==> config.mk <==
export PLATFORM = sky130hd
export DESIGN_NAME = dmem_store_buffer
export DESIGN_NICKNAME = d
export VERILOG_FILES = /design/src/rtl/dmem_store_buffer_pkg.sv /design/src/rtl/dmem_store_buffer_fifo.sv /design/src/rtl/dmem_store_buffer.sv
export SDC_FILE = /design/constraint.sdc
export NUM_CORES = 1
export LEC_CHECK = 0
export ABC_AREA = 1
export CAP_MARGIN = 20
export CORE_ASPECT_RATIO = 1.1
export CORE_MARGIN = 2
export CORE_UTILIZATION = 55
export DETAILED_ROUTE_END_ITERATION = 8
export HOLD_SLACK_MARGIN = 0.12
export PLACE_DENSITY = 0.78
export SYNTH_ARGS = -nofsm -noshare
export SYNTH_HDL_FRONTEND = slang
export SYNTH_SLANG_ARGS = --single-unit
==> constraint.sdc <==
create_clock -name clk -period 6.7 [get_ports clk]
set_clock_uncertainty 0.15 [all_clocks]
set_input_delay 0.67 -clock clk [delete_from_list [all_inputs] [get_ports clk]]
set_output_delay 0.67 -clock clk [all_outputs]
set_load 0.02 [all_outputs]
==> src/rtl/dmem_store_buffer_pkg.sv <==
// Shared constants for the data-memory store buffer.
// Holds the default data/address width, the default buffer depth and the
// drain FSM state encoding used by dmem_store_buffer.
package dmem_store_buffer_pkg;

    localparam int SB_XLEN  = 32;
    localparam int SB_DEPTH = 4;

    typedef logic [0:0] sb_state_t;

    // Drain FSM encoding: IDLE = 0, ISSUE = 1
    localparam sb_state_t SB_IDLE  = 1'b0;
    localparam sb_state_t SB_ISSUE = 1'b1;

endpackage

==> src/rtl/dmem_store_buffer_fifo.sv <==
// sb_fifo: in-order storage for pending stores {addr, wdata, mask}.
// Ports:
//   clk, rst            - clock, asynchronous active-high reset
//   push, push_*        - write one entry at the tail (caller guarantees not full)
//   pop                 - drop the head entry (caller guarantees not empty)
//   head_*              - payload of the oldest entry
//   ent_word, ent_valid - word address and occupancy of every slot, for hazard checks
//   count               - number of occupied entries
// Payload storage is deliberately left out of reset; only pointers and count clear.
module sb_fifo
    import dmem_store_buffer_pkg::*;
#(
    parameter int XLEN  = SB_XLEN,
    parameter int DEPTH = SB_DEPTH
) (
    input  logic                           clk,
    input  logic                           rst,
    input  logic                           push,
    input  logic [XLEN-1:0]                push_addr,
    input  logic [XLEN-1:0]                push_wdata,
    input  logic [XLEN-1:0]                push_mask,
    input  logic                           pop,
    output logic [XLEN-1:0]                head_addr,
    output logic [XLEN-1:0]                head_wdata,
    output logic [XLEN-1:0]                head_mask,
    output logic [DEPTH-1:0][XLEN-3:0]     ent_word,
    output logic [DEPTH-1:0]               ent_valid,
    output logic [$clog2(DEPTH):0]         count
);

    localparam int AW = $clog2(DEPTH);
    localparam int CW = AW + 1;
    localparam logic [AW-1:0] PTR_ONE = AW'(1);
    localparam logic [CW-1:0] CNT_ONE = CW'(1);

    logic [DEPTH-1:0][XLEN-1:0] addr_mem_r;
    logic [DEPTH-1:0][XLEN-1:0] wdata_mem_r;
    logic [DEPTH-1:0][XLEN-1:0] mask_mem_r;
    logic [AW-1:0]              wr_ptr_r;
    logic [AW-1:0]              rd_ptr_r;
    logic [CW-1:0]              count_r;
    logic [AW-1:0]              offs_s;

    // Payload write at the tail slot (no reset on storage)
    always_ff @(posedge clk) begin
        if (push) begin
            addr_mem_r[wr_ptr_r]  <= push_addr;
            wdata_mem_r[wr_ptr_r] <= push_wdata;
            mask_mem_r[wr_ptr_r]  <= push_mask;
        end
    end

    // Pointer and occupancy bookkeeping; pointers wrap naturally at DEPTH
    always_ff @(posedge clk or posedge rst) begin
        if (rst) begin
            wr_ptr_r <= {AW{1'b0}};
            rd_ptr_r <= {AW{1'b0}};
            count_r  <= {CW{1'b0}};
        end else begin
            if (push) begin
                wr_ptr_r <= wr_ptr_r + PTR_ONE;
            end
            if (pop) begin
                rd_ptr_r <= rd_ptr_r + PTR_ONE;
            end
            case ({push, pop})
                2'b10:   count_r <= count_r + CNT_ONE;
                2'b01:   count_r <= count_r - CNT_ONE;
                default: count_r <= count_r;
            endcase
        end
    end

    // Slot i is occupied when its distance from the head is below count
    always_comb begin
        ent_valid = {DEPTH{1'b0}};
        ent_word  = '{default: {(XLEN-2){1'b0}}};
        offs_s    = {AW{1'b0}};
        for (int i = 0; i < DEPTH; i++) begin
            offs_s       = AW'(i) - rd_ptr_r;
            ent_valid[i] = ({1'b0, offs_s} < count_r);
            ent_word[i]  = addr_mem_r[i][XLEN-1:2];
        end
    end

    assign head_addr  = addr_mem_r[rd_ptr_r];
    assign head_wdata = wdata_mem_r[rd_ptr_r];
    assign head_mask  = mask_mem_r[rd_ptr_r];
    assign count      = count_r;

endmodule

==> src/rtl/dmem_store_buffer.sv <==
// dmem_store_buffer: in-order store buffer between the MEM stage and data memory.
// Ports:
//   clk, rst                       - clock, asynchronous active-high reset
//   st_valid/st_addr/st_wdata/st_mask, st_ready - store offer from MEM and accept
//   ld_valid/ld_addr, ld_hazard    - word-granular RAW check for the load in MEM
//   fence_req, fence_done          - drain request and drained indication
//   mem_req/mem_addr/mem_wdata/mem_wmask, mem_ack - data-memory write port
//   count                          - occupied entries
// A two-state drain FSM issues the head entry whenever the buffer is non-empty.
module dmem_store_buffer
    import dmem_store_buffer_pkg::*;
#(
    parameter int XLEN  = SB_XLEN,
    parameter int DEPTH = SB_DEPTH
) (
    input  logic                   clk,
    input  logic                   rst,
    input  logic                   st_valid,
    input  logic [XLEN-1:0]        st_addr,
    input  logic [XLEN-1:0]        st_wdata,
    input  logic [XLEN-1:0]        st_mask,
    output logic                   st_ready,
    input  logic [XLEN-1:0]        ld_addr,
    input  logic                   ld_valid,
    output logic                   ld_hazard,
    input  logic                   fence_req,
    output logic                   fence_done,
    output logic                   mem_req,
    output logic [XLEN-1:0]        mem_addr,
    output logic [XLEN-1:0]        mem_wdata,
    output logic [XLEN-1:0]        mem_wmask,
    input  logic                   mem_ack,
    output logic [$clog2(DEPTH):0] count
);

    localparam int CW = $clog2(DEPTH) + 1;

    sb_state_t                  state_r;
    sb_state_t                  state_nxt_s;
    logic                       push_s;
    logic                       pop_s;
    logic [CW-1:0]              count_s;
    logic [CW-1:0]              post_count_s;
    logic [XLEN-1:0]            head_addr_s;
    logic [XLEN-1:0]            head_wdata_s;
    logic [XLEN-1:0]            head_mask_s;
    logic [DEPTH-1:0][XLEN-3:0] ent_word_s;
    logic [DEPTH-1:0]           ent_valid_s;
    logic                       hit_s;
    logic                       unused_ld_lsb_s;

    // Byte offset within the word is irrelevant to the hazard check
    assign unused_ld_lsb_s = ^ld_addr[1:0];

    assign st_ready = (count_s < CW'(DEPTH)) && !fence_req;
    assign push_s   = st_valid && st_ready;
    assign pop_s    = (state_r == SB_ISSUE) && mem_ack;
    assign count    = count_s;

    sb_fifo #(
        .XLEN  (XLEN),
        .DEPTH (DEPTH)
    ) u_fifo (
        .clk        (clk),
        .rst        (rst),
        .push       (push_s),
        .push_addr  (st_addr),
        .push_wdata (st_wdata),
        .push_mask  (st_mask),
        .pop        (pop_s),
        .head_addr  (head_addr_s),
        .head_wdata (head_wdata_s),
        .head_mask  (head_mask_s),
        .ent_word   (ent_word_s),
        .ent_valid  (ent_valid_s),
        .count      (count_s)
    );

    // Drain FSM next state; ISSUE continues while the post-update count is non-zero
    always_comb begin
        state_nxt_s  = state_r;
        post_count_s = count_s + CW'(push_s) - CW'(pop_s);
        case (state_r)
            SB_IDLE: begin
                if (count_s != {CW{1'b0}}) begin
                    state_nxt_s = SB_ISSUE;
                end else begin
                    state_nxt_s = SB_IDLE;
                end
            end
            SB_ISSUE: begin
                if (pop_s) begin
                    if (post_count_s != {CW{1'b0}}) begin
                        state_nxt_s = SB_ISSUE;
                    end else begin
                        state_nxt_s = SB_IDLE;
                    end
                end else begin
                    state_nxt_s = SB_ISSUE;
                end
            end
            default: state_nxt_s = SB_IDLE;
        endcase
    end

    // Drain FSM state register
    always_ff @(posedge clk or posedge rst) begin
        if (rst) begin
            state_r <= SB_IDLE;
        end else begin
            state_r <= state_nxt_s;
        end
    end

    // Write port presents the head only while issuing, zeros otherwise
    always_comb begin
        mem_req = (state_r == SB_ISSUE);
        if (state_r == SB_ISSUE) begin
            mem_addr  = head_addr_s;
            mem_wdata = head_wdata_s;
            mem_wmask = head_mask_s;
        end else begin
            mem_addr  = {XLEN{1'b0}};
            mem_wdata = {XLEN{1'b0}};
            mem_wmask = {XLEN{1'b0}};
        end
    end

    // Any occupied entry (head included) in the load's word raises a hazard;
    // the store being offered this cycle is not yet an entry and is not compared
    always_comb begin
        hit_s = 1'b0;
        for (int i = 0; i < DEPTH; i++) begin
            hit_s = hit_s | (ent_valid_s[i] && (ent_word_s[i] == ld_addr[XLEN-1:2]));
        end
        ld_hazard = ld_valid && hit_s;
    end

    assign fence_done = fence_req && (count_s == {CW{1'b0}}) && (state_r == SB_IDLE) && !rst;

endmodule

### Word-level counts from Yosys, hierarchy flattened

Cells that the tools add are included.

| operators by class | value |
|---|---|
| add/subtract/negate cells | 10 |
| order comparisons | 8 |
| eq/ne operators | 6 |
| multiplexer cells | 19 |
| bitwise gates (word level) | 4 |
| reduce and logical (&&, ||, !) cells | 18 |

Operators by type and width:

| cell | number |
|---|---|
| $bwmux W128 | 3 |
| $mux W32 | 7 |
| $bmux W32 S2 | 3 |
| $eq A30 B30 Y1 | 4 |
| $demux W32 S2 | 1 |
| $logic_and A1 B1 Y1 | 12 |
| $lt A2 B3 Y1 | 4 |
| $lt A2 B3 Y1 const B | 2 |
| $pmux W3 S2 | 1 |
| $reduce_bool A3 Y1 | 2 |
| $add A2 B1 Y2 const B | 2 |
| $sub A1 B2 Y2 const A | 2 |
| $sub A2 B2 Y2 const A | 2 |
| $add A3 B1 Y3 | 1 |
| $add A3 B1 Y3 const B | 1 |
| $logic_not A3 Y1 | 1 |
| $lt A3 B3 Y1 const B | 1 |
| $mux W1 | 3 |
| $or A1 B1 Y1 | 3 |
| $sub A3 B1 Y3 | 1 |
| $sub A3 B1 Y3 const B | 1 |
| $eq A2 B1 Y1 const B | 1 |
| $eq A2 B2 Y1 const B | 1 |
| $ge A2 B1 Y1 const B | 1 |
| 4 further kinds | 5 |

| word-level totals | value |
|---|---|
| bits in registers | 392 |
| input port bits | 134 |
| output and inout port bits | 103 |
| word-level logic and storage cells | 81 |

### Logic depth before layout (Yosys ltp)

Gate-level depths: netlist of the first run.

| logic depth | value |
|---|---|
| word-level depth | 9 |
| gate-level depth with buffers | 16 |
| mapped depth without buffers | 14 |

### Modules after synthesis

A second synthesis of the first run with hierarchy kept.

| unflattened totals | value |
|---|---|
| cell total of the unflattened synthesis | 1870 |
| area, all modules | 18904.4 um^2 |

Modules (own cells, without submodules):

| module | times used | cells each | area each (um^2) | sequential area each (um^2) |
|---|---|---|---|---|
| sb_fifo | 1 | 1125 | 15766.4 | 11706.2 |
| dmem_store_buffer | 1 | 745 | 3138.0 | 25.0 |

### Worst setup path before layout of the first run

Ideal clock, no wire load.

| timing path | value |
|---|---|
| kind | input -> register |
| start | input fence_req |
| end | register u_fifo.addr_mem_r[0] (netlist bit), enable pin |
| library setup time | 0.552 ns |
| arrival | 5.295 ns |
| required time | 5.998 ns |
| slack | 0.703 ns |
| cell stages on the path | 3 |
| path buffers | 0 |
| cell sequence | nor2_1 -> nand2_1 -> nor2_1 |

| between the ends | value |
|---|---|
| longest elaborated chain between the ends | 3 |

Ends and longest elaborated chain:

| what | line | source |
|---|---|---|
| start: declaration | dmem_store_buffer.sv:26 | `input logic fence_req,` |
| $logic_not A1 Y1 | dmem_store_buffer.sv:55 | `assign st_ready = (count_s < CW'(DEPTH)) && !fence_req;` |
| $logic_and A1 B1 Y1 | dmem_store_buffer.sv:55 |  |
| $logic_and A1 B1 Y1 | dmem_store_buffer.sv:56 | `assign push_s = st_valid && st_ready;` |
| end signal: indexed assignment | dmem_store_buffer_fifo.sv:47 | `addr_mem_r[wr_ptr_r] <= push_addr;` |
| end: declaration | dmem_store_buffer_fifo.sv:36 | `logic [DEPTH-1:0][XLEN-1:0] addr_mem_r;` |

Every way passes these cells.
A chain may end at the register's enable or synchronous reset.

### Worst setup path in the final report of the first run

| timing path | value |
|---|---|
| start | register u_fifo.rd_ptr_r[0] |
| end | output ld_hazard |

| between the ends | value |
|---|---|
| longest elaborated chain between the ends | 7 |
| elaborated cells between the ends (all ways) | 16 |
| classes of those cells | add/sub: 4; order compare: 4; bitwise: 3; reduce/logical: 5 |

Ends and longest elaborated chain:

| what | line | source |
|---|---|---|
| start: declaration | dmem_store_buffer_fifo.sv:40 | `logic [AW-1:0] rd_ptr_r;` |
| start signal: assignment | dmem_store_buffer_fifo.sv:57 | `rd_ptr_r <= {AW{1'b0}};` |
| start signal: assignment | dmem_store_buffer_fifo.sv:64 | `rd_ptr_r <= rd_ptr_r + PTR_ONE;` |
| $sub A1 B2 Y2 | dmem_store_buffer_fifo.sv:80 | `offs_s = AW'(i) - rd_ptr_r;` |
| $lt A2 B3 Y1 | dmem_store_buffer_fifo.sv:81 | `ent_valid[i] = ({1'b0, offs_s} < count_r);` |
| $logic_and A1 B1 Y1 | dmem_store_buffer.sv:134 | `hit_s = hit_s \| (ent_valid_s[i] && (ent_word_s[i] == ld_addr[XLEN-1:2]));` |
| $or A1 B1 Y1 (2 in series) | dmem_store_buffer.sv:134 |  |
| $or A1 B1 Y1 * | dmem_store_buffer.sv:134 |  |
| $logic_and A1 B1 Y1 * | dmem_store_buffer.sv:136 | `ld_hazard = ld_valid && hit_s;` |
| end: declaration | dmem_store_buffer.sv:25 | `output logic ld_hazard,` |

Every way passes the cells marked *; elsewhere a longest branch is shown, timed or not.

==> results of run 1 <==
## cells in the final DEF (no fill, tap or decap), drive strengths merged, types with 3 or more instances in the layout
cell type / count
ha: 11
a221oi: 9
xnor2: 69
o21ai: 13
xor2: 43
a22oi: 88
nand4: 10
diode: 3
nand3: 195
clkinvlp: 3
edfxtp: 384
nand2: 77
clkdlybuf4s50: 234
inv: 51
nor2: 69
clkinv: 18
a31oi: 87
clkbuf: 49
dfrtp: 8
buf: 17
## where the power goes
group,switching (uW),internal [uW]
clock network,864,1100
registers,133,2890
logic,2070,1310
## layout make-up
type                       instances  share of cell area
sequential                       392              0.5803
clock inverter                    21            0.005691
inverter                          51            0.009649
timing repair buffer             251              0.1233
tap                              374             0.02313
antenna                            3           0.0003711
clock buffer                      49             0.05115
multi-input combinational        679              0.2063
## state kept, by name, summed over array words and instances, names as in the netlist
signal and cells:
u_fifo.wr_ptr_r 2, u_fifo.wdata_mem_r 128, mem_req 1, u_fifo.addr_mem_r 8, u_fifo.count 3, u_fifo.mask_mem_r 128, u_fifo.rd_ptr_r 2, u_fifo.ent_word 120
## stage by stage
stage | hold WS [ns] | area (um^2) | worst slack [ns]
final | 0.2723 | 20230 | 2.206
after global routing | 0.2931 | 20220 | 1.991
after CTS | 0.2675 | 20220 | 2.219
after detailed placement | 0.4173 | 19070 | 2.765
after global placement | 0.4065 | 19070 | 2.788
after floorplan | 0.3437 | 16480 | 0.7032
## worst paths after layout
check | endpoint | from | cells after the start | slack [ns]
worst max-delay path | ld_hazard | u_fifo.rd_ptr_r[0]$_DFFE_PP0P_ | 13 | 2.21
worst min-delay path | u_fifo.count[0]$_DFFE_PP0P_ | rst | 2 | 0.27
worst max register to register | u_fifo.mask_mem_r[122]$_DFFE_PP_ | u_fifo.count[2]$_DFFE_PP0P_ | 4 | 3.97
worst min register to register | u_fifo.count[1]$_DFFE_PP0P_ | u_fifo.count[1]$_DFFE_PP0P_ | 2 | 0.44
max in group asynchronous | u_fifo.rd_ptr_r[1]$_DFFE_PP0P_ | rst | 2 | 5.84
min in group clk | u_fifo.count[1]$_DFFE_PP0P_ | u_fifo.count[1]$_DFFE_PP0P_ | 2 | 0.44
## metal layers
metal	GRT usage	vias to the layer above	routed length, um
met1	0.2980	5336	14900
met4	0.1101	4	1344
li1	-	4965	-
met2	0.4287	488	19650
met3	0.05911	98	3271
met5	0	-	24
## cells by family after synthesis
family          count (synthesis)  synth area share
buf+inv                       142           0.03696
fa+ha+maj                      13           0.01078
simple gates                  354           0.09814
compound gates                200           0.08296
xor+xnor                      112           0.05951
flops                         392            0.7117
==> flow_summary.toml, run 1 <==
[timing]
worst_slew_margin_rel = 0.3927
finalHoldViolations = 0
tns_ns = 0
setup-violations-final = 0
layout_worst_path_cycle_share = 0.6707
timing.fmax_mhz = 222.5
finalMaxSlewViolations = 0
worst_slew_pin_slew_ns = 0.9110
rsz0062_at_grt = "no"
period_needed_ns = 4.494

[worst_hold_path]
hold_path_class = "in -> async"

[synthesis]
postSynth.topFlopCell = "sky130_fd_sc_hd__edfxtp_1"
post-synth-top-count-cell = "sky130_fd_sc_hd__edfxtp_1"
post-synth-top-area-cell = "sky130_fd_sc_hd__edfxtp_1"
synth.cells.most_frequent = "sky130_fd_sc_hd__edfxtp_1 (384), sky130_fd_sc_hd__nand3_1 (195), sky130_fd_sc_hd__a22oi_1 (88), sky130_fd_sc_hd__a31oi_1 (87), sky130_fd_sc_hd__nand2_1 (77)"
synth_top_area_share = 0.6995
synth-async-reset-ratio = 0.02041
yosys_warnings = 0
synth.yosys.seq_area_share = 0.7117
area_contributors_post_synth = "sky130_fd_sc_hd__edfxtp_1 (70%), sky130_fd_sc_hd__nand3_1 (5.9%), sky130_fd_sc_hd__a22oi_1 (4.0%)"
yosys_register_bits = 392
syn-num-nets = 1360
netlist_area_um2 = 16480
syn_inst = 1213
syn_area_per_cell_um2 = 13.59
synth_enable_flop_cells = 384
synth_cell_type_count = 29

[placed_design]
dp_hpwl_mm = 22.78
port_buffers = 234
post-place-cells = 1747
place.gp.congestion = 0.8072

[pwr]
ir_drop_mv = 0.2636
cellPowerDensity_nw_per_um2 = 413.7
p_leak_uw = 0.006639
report.power.total_uw = 8368

[final_layout]
layout-area-overhead-vs-synth_pct = 22.71
stdcell_count = 1820
fillerInstances = 1996
drive_gt1_frac = 0.05475
layout.area.seq_um2 = 11740
final_nets = 1561
multi_input_comb_area_um2 = 4174
final_util = 0.6842

[floorplan]
floorplan.rows = 66
die_area_um2 = 31370
die_h_um = 185.6
floorplan.initialDensity = 0.5576
floorplan.io_pins = 237
die_w_um = 169.1
fp.coreArea_um2 = 29560

[flow_run]
drv.max_cap_violation_count = 0

[global_routing]
wire_length_of_the_first_global_routing_pass_mm = 59.22
grt_pass1_vias = 11123
grt_overflow_total = 0
grt_max_degree = 82
grt_antenna_before_repair = 5
grtUsageTotal = 0.2478

[critical_path]
critPathLaunchType = "register"
worstPathCellList = "inv_4, buf_4, nand2_1, nand2_1, nand2_1, nand2_1, nand3_1, nor2_1, nand3_1, nand2_1, nor2_1, nor2_1, clkdlybuf4s50_1"
worst_path_max_delay_cell = "sky130_fd_sc_hd__buf_4"
timing.setup.critical_path_class = "reg -> out"
max_stage_delay_ns = 0.65
critical_path_buffers_and_inverters = 3
timing.critical_path.mode_cell = "sky130_fd_sc_hd__nand2_1"
endpoint_kind = "primary output"
critPathMaxFanout = 51
cp_data_arrival_time_ns = 3.67
largest_delay_share_family_worst_path = "buffers and inverters"
cp_data_required_time_ns = 5.88

[clock_network]
cts.htree.levels = 2
cts_tree = "built"
post-cts-setup-buffer-count = 0
hold_buffers = 0
post_cts.resized_instances = 0
clock_latency_ns = 0.50
cts_buffers = 39
cts_root_buffer = "sky130_fd_sc_hd__clkbuf_16"
cts.path.max_buffers = 3
clock_sinks = 392
cts.reportedPaths.clkPinSlew_ns = 0.06

[drt]
route.detailed.wl_per_inst_um = 21.54
first_iter_violations = 957
drc = 0
firstDrtPassIters = 5
final_antenna_net_count = 0
postRouteWirelength_mm = 39.19
via_per_inst = 5.984
num_vias = 10891

[run_status]
outcome = "finished clean"
Power figures use the tool's default switching activity.
==> inputs of run 2 (changes only) <==
==> constraint.sdc (replaced) <==
create_clock -name clk -period 4.65 [get_ports clk]
set_clock_uncertainty 0.15 [all_clocks]
set_input_delay 0.465 -clock clk [delete_from_list [all_inputs] [get_ports clk]]
set_output_delay 0.465 -clock clk [all_outputs]
set_load 0.02 [all_outputs]
==> flow_summary.toml, run 2 (synthesis results as in run 1) <==
[run_status]
outcome = "finished clean"

[critical_path]
cp_data_arrival_time_ns = 3.43
timing.setup.critical_path_class = "reg -> out"
worstPathCellList = "buf_4, nand3_1, a31oi_1, clkdlybuf4s50_1"
worstReg2RegStart = "u_fifo.count[2]$_DFFE_PP0P_"
critPathMaxFanout = 85
critPathLaunchType = "register"
cp_data_required_time_ns = 4.03
worstRegToRegCells = 4
reg2reg_setup_slack_ns = 2.16
max_stage_delay_ns = 0.86
worst_path_max_delay_cell = "sky130_fd_sc_hd__dfrtp_4"
rr_endpoint = "u_fifo.wdata_mem_r[42]$_DFFE_PP_"
endpoint_kind = "primary output"

[drt]
postRouteWirelength_mm = 39.40
num_vias = 10849
first_iter_violations = 920
final_antenna_net_count = 0
route.detailed.wl_per_inst_um = 21.59
via_per_inst = 5.945
firstDrtPassIters = 5
drc = 0

[clock_network]
clock_latency_ns = 0.51
cts_tree = "built"
cts_root_buffer = "sky130_fd_sc_hd__clkbuf_16"
cts.htree.levels = 2
cts.path.max_buffers = 3
clock_sinks = 392
cts_buffers = 39
cts.reportedPaths.clkPinSlew_ns = 0.06

[final_layout]
most_frequent_cells_in_the_layout = "sky130_fd_sc_hd__edfxtp_1 (384), sky130_fd_sc_hd__clkdlybuf4s50_1 (234), sky130_fd_sc_hd__nand3_1 (195)"
layout_commonest_cell = "sky130_fd_sc_hd__edfxtp_1"
drive_gt1_frac = 0.05736
layout-area-overhead-vs-synth_pct = 23.54
final_nets = 1565
fillerInstances = 2005

[floorplan]
die_w_um = 169.1
floorplan.io_pins = 237
die_h_um = 185.6
fp.coreArea_um2 = 29560
floorplan.initialDensity = 0.5576
die_area_um2 = 31370
floorplan.rows = 66

[timing]
setup-violations-final = 0
timing.fmax_mhz = 247.2
layout_worst_path_cycle_share = 0.8701
tns_ns = 0
worst_slew_margin_rel = 0.3813
finalHoldViolations = 0
period_needed_ns = 4.046
post-route-worst-setup-slack_ns = 0.6041
rsz0062_at_grt = "no"
finalMaxSlewViolations = 0
worst_slew_pin_slew_ns = 0.9281
timing.hold.ws_ns = 0.4125

[global_routing]
grt_max_degree = 97
grt_overflow_total = 0
grt_pass1_vias = 10997
grtUsageTotal = 0.2454
grt_antenna_before_repair = 5
wire_length_of_the_first_global_routing_pass_mm = 58.57

[pwr]
p_leak_uw = 0.006705
ir_drop_mv = 0.3962
cellPowerDensity_nw_per_um2 = 600.8

[flow_run]
drv.max_cap_violation_count = 0

[placed_design]
place_ws_ns = 1.184
port_buffers = 234
place.gp.congestion = 0.8224
dp_hpwl_mm = 22.83

[worst_hold_path]
min_to = "u_fifo.count[1]$_DFFE_PP0P_"
hold_path_class = "reg -> reg"
timing.hold.worst.start = "u_fifo.count[1]$_DFFE_PP0P_"
min_path_cells = 2
==> run 2: cell types whose count changed in the layout (fill, tap and decap cells not counted), sizes merged <==
cell         before  now
buf              17   20
dlygate4sd3       0    1
diode             3    4
clkinv           18   21
bufinv            0    3
clkbuf           49   44
clkinvlp          3    2
==> run 2: cell type report <==
| cell class | count | area [um^2] | area share |
|---|---|---|---|
| clock buffer | 44 | 1016 | 0.04989 |
| antenna | 4 | 10.01 | 0.0004915 |
| clock inverter | 26 | 211.5 | 0.01038 |
| inverter | 51 | 195.2 | 0.009584 |
| tap | 374 | 467.9 | 0.02298 |
| timing repair buffer | 255 | 2552 | 0.1253 |
| sequential | 392 | 11740 | 0.5764 |
| multi-input combinational | 679 | 4174 | 0.2050 |
==> run 2: report_power, final <==
group          internal (uW)  switching (uW)  total (uW)
combinational           1910            2940        4850
clock                   1740            1240        2980
sequential              4170             231        4400
total                   7820            4420       12200
==> run 2: worst max path at each step <==
stage	from	end	slack, ns
after floorplan	u_fifo.count[2]$_DFFE_PP0P_	u_fifo.addr_mem_r[0]$_DFFE_PP_	-1.18
after global placement	u_fifo.rd_ptr_r[0]$_DFFE_PP0P_	mem_addr[27]	1.19
after detailed placement	u_fifo.rd_ptr_r[0]$_DFFE_PP0P_	mem_addr[27]	1.18
after CTS	u_fifo.rd_ptr_r[0]$_DFFE_PP0P_	mem_addr[27]	0.65
after global routing	u_fifo.rd_ptr_r[1]$_DFFE_PP0P_	ld_hazard	0.47
final	u_fifo.rd_ptr_r[1]$_DFFE_PP0P_	mem_wdata[3]	0.60
==> run 2: through the flow <==
step | util | cell area, um^2 | std cells | power, uW
after floorplan | - | 16480 | 1213 | 7189
after global placement | 0.6467 | 19120 | 1750 | 9252
after detailed placement | 0.6467 | 19120 | 1750 | 9300
after CTS | 0.6885 | 20360 | 1821 | 12280
after global routing | 0.6886 | 20360 | 1822 | 12750
final | 0.6889 | 20370 | 1825 | 12240
==> run 2: metal layers <==
layer,global-route usage,part of all wire,vias to the layer above
met1,0.2971,0.38,5289
met4,0.09128,0.029,4
met2,0.4311,0.50,508
met3,0.05826,0.087,85
met5,0,0.00086,-
li1,-,-,4963
==> run 2: worst max-delay path, delay by kind of cell (launching register included) <==
| kind | cells | cell delay (ns) |
|---|---|---|
| buf+inv | 2 | 1.48 |
| simple gates | 1 | 0.16 |
| flops | 1 | 0.86 |
| compound gates | 1 | 0.32 |
==> run 2: what timing repair did <==
| item | in CTS | in global routing |
|---|---|---|
| gates resized for setup | 0 | 0 |
| buffers inserted | 0 | 0 |
| hold buffers | 1 | 0 |
| endpoints found under the hold margin | 8 | 0 |
| endpoints found under the setup margin | 0 | 0 |
==> inputs of run 3 (changes only) <==
--- a/config.mk
+++ b/config.mk
@@ -9,10 +9,10 @@
 export CAP_MARGIN = 20
 export CORE_ASPECT_RATIO = 1.1
 export CORE_MARGIN = 2
-export CORE_UTILIZATION = 55
+export CORE_UTILIZATION = 42
 export DETAILED_ROUTE_END_ITERATION = 8
 export HOLD_SLACK_MARGIN = 0.12
-export PLACE_DENSITY = 0.78
+export PLACE_DENSITY = 0.61
 export SYNTH_ARGS = -nofsm -noshare
 export SYNTH_HDL_FRONTEND = slang
 export SYNTH_SLANG_ARGS = --single-unit
==> flow_summary.toml, run 3 (synthesis results as in run 1) <==
[drt]
firstDrtPassIters = 7
via_per_inst = 5.418
met2_length_mm = 20.50
postRouteWirelength_mm = 41.92
num_vias = 10597
highest_layer = "met5"
drt-met1-wl_mm = 17.14
drc = 0
first_iter_violations = 543
met3_wl_post_dr_mm = 3.290
route.detailed.wl_per_inst_um = 21.43
final_antenna_net_count = 0

[critical_path]
worst_path_max_delay_cell = "sky130_fd_sc_hd__clkdlybuf4s50_1"
worstPathCellList = "inv_4, nand2_1, o21ai_0, a221oi_1, nor2_1, clkdlybuf4s50_1"
cp_data_arrival_time_ns = 3.19
critPathLaunchType = "register"
largest_delay_share_family_worst_path = "buffers and inverters"
critPathMaxFanout = 38
timing.setup.critical_path_class = "reg -> out"
max_stage_delay_ns = 0.66
cp_data_required_time_ns = 4.03
critical_path_buffers_and_inverters = 2
endpoint_kind = "primary output"

[global_routing]
wire_length_of_the_first_global_routing_pass_mm = 61.93
grt_overflow_total = 0
grt_max_degree = 97
grt_pass1_vias = 10737
grtUsageTotal = 0.2027
grt_antenna_before_repair = 5

[timing]
period_needed_ns = 3.802
setup-violations-final = 0
timing.fmax_mhz = 263.0
finalMaxSlewViolations = 0
worst_slew_margin_rel = 0.3177
layout_worst_path_cycle_share = 0.8176
worst_slew_pin_slew_ns = 1.023
tns_ns = 0
rsz0062_at_grt = "no"
finalHoldViolations = 0

[worst_hold_path]
hold_path_class = "in -> reg"

[floorplan]
die_w_um = 192.9
floorplan.initialDensity = 0.4239
die_h_um = 211.8
floorplan.io_pins = 237
fp.coreArea_um2 = 38890
floorplan.rows = 76
die_area_um2 = 40850

[final_layout]
stdcell_count = 1956
final_util = 0.5285
fillerInstances = 3305
layout-area-overhead-vs-synth_pct = 24.70
final_nets = 1566
drive_gt1_frac = 0.05805
most_frequent_cells_in_the_layout = "sky130_fd_sc_hd__edfxtp_1 (384), sky130_fd_sc_hd__clkdlybuf4s50_1 (234), sky130_fd_sc_hd__nand3_1 (195)"
layout_commonest_cell = "sky130_fd_sc_hd__edfxtp_1"

[placed_design]
post-place-cells = 1882
dp_hpwl_mm = 23.90
place.gp.congestion = 0.8052
port_buffers = 234

[clock_network]
cts_tree = "built"
cts.path.max_buffers = 3
clock_latency_ns = 0.52
post-cts-setup-buffer-count = 0
cts.reportedPaths.clkPinSlew_ns = 0.06
cts.htree.levels = 2
cts_buffers = 41
clock_sinks = 392
cts_root_buffer = "sky130_fd_sc_hd__clkbuf_16"

[flow_run]
drv.max_cap_violation_count = 0

[pwr]
report.power.total_uw = 12370
cellPowerDensity_nw_per_um2 = 602.0
ir_drop_mv = 0.3991
p_leak_uw = 0.006720

[run_status]
outcome = "finished clean"
run 3: changes by cell type in the layout (fill, tap and decap cells not counted), sizes merged:
cell / previous run / this run
buf: 20 / 19
inv: 51 / 50
bufinv: 3 / 2
clkinvlp: 2 / 1
clkbuf: 44 / 54
diode: 4 / 2
clkinv: 21 / 15
run 3: layout make-up:
type                    count  area, um^2  area share
inverters                  51       195.2    0.009495
clock buffers              54        1096     0.05332
diodes                      2       5.005   0.0002435
flip-flops and latches    392       11740      0.5711
multi-input cells         679        4174      0.2031
repair buffers            254        2570      0.1250
clock inverters            17       142.6    0.006939
well taps                 507       634.4     0.03086
run 3: stage by stage:
step           setup WS [ns]  hold WS (ns)  area [um^2]
6_report              0.8483        0.4072        20560
5_1_grt               0.6282        0.3889        20560
4_1_cts               0.8055        0.3815        20550
3_5_place_dp           1.399        0.4153        19300
3_3_place_gp           1.402        0.4038        19300
2_1_floorplan         -1.179        0.1387        16480
run 3: worst reg2reg max path, delay by kind of cell, from the launching register on:
kind	cells	cell delay, ns
and+or+nand+nor	3	1.14
DFF	1	0.46
buffers and inverters	1	0.49
run 3: timing repair:
action,in CTS,in global routing
resized for setup,0,0
hold endpoints to repair,8,0
endpoints found under the setup margin,0,0
hold buffers,1,0
run 3: report_power, final:
part	internal [uW]	switching, uW	leakage, uW
Clock	1770	1270	0.000606
Sequential	4170	152	0.00356
Combinational	1930	3090	0.00256
Total	7870	4500	0.00672
run 3: path summary, 6_finish.rpt:
check                                          startpoint                               to  slack [ns]  depth (start not counted)
setup / recovery           u_fifo.rd_ptr_r[0]$_DFFE_PP0P_                     mem_addr[27]        0.85                          6
hold / removal                                st_mask[21]  u_fifo.mask_mem_r[85]$_DFFE_PP_        0.41                          1
setup reg to reg              u_fifo.count[2]$_DFFE_PP0P_  u_fifo.mask_mem_r[86]$_DFFE_PP_        2.06                          4
hold reg to reg               u_fifo.count[1]$_DFFE_PP0P_      u_fifo.count[1]$_DFFE_PP0P_        0.42                          2
max in group asynchronous                             rst   u_fifo.rd_ptr_r[1]$_DFFE_PP0P_        3.45                          3
min in group asynchronous                             rst                mem_req$_DFF_PP0_        0.61                          3
run 3: metal layers:
metal  up-vias  track usage
met5         -            0
met3        67      0.05852
li1       4973            -
met2       310       0.3436
met1      5241       0.2485
met4         6      0.06661
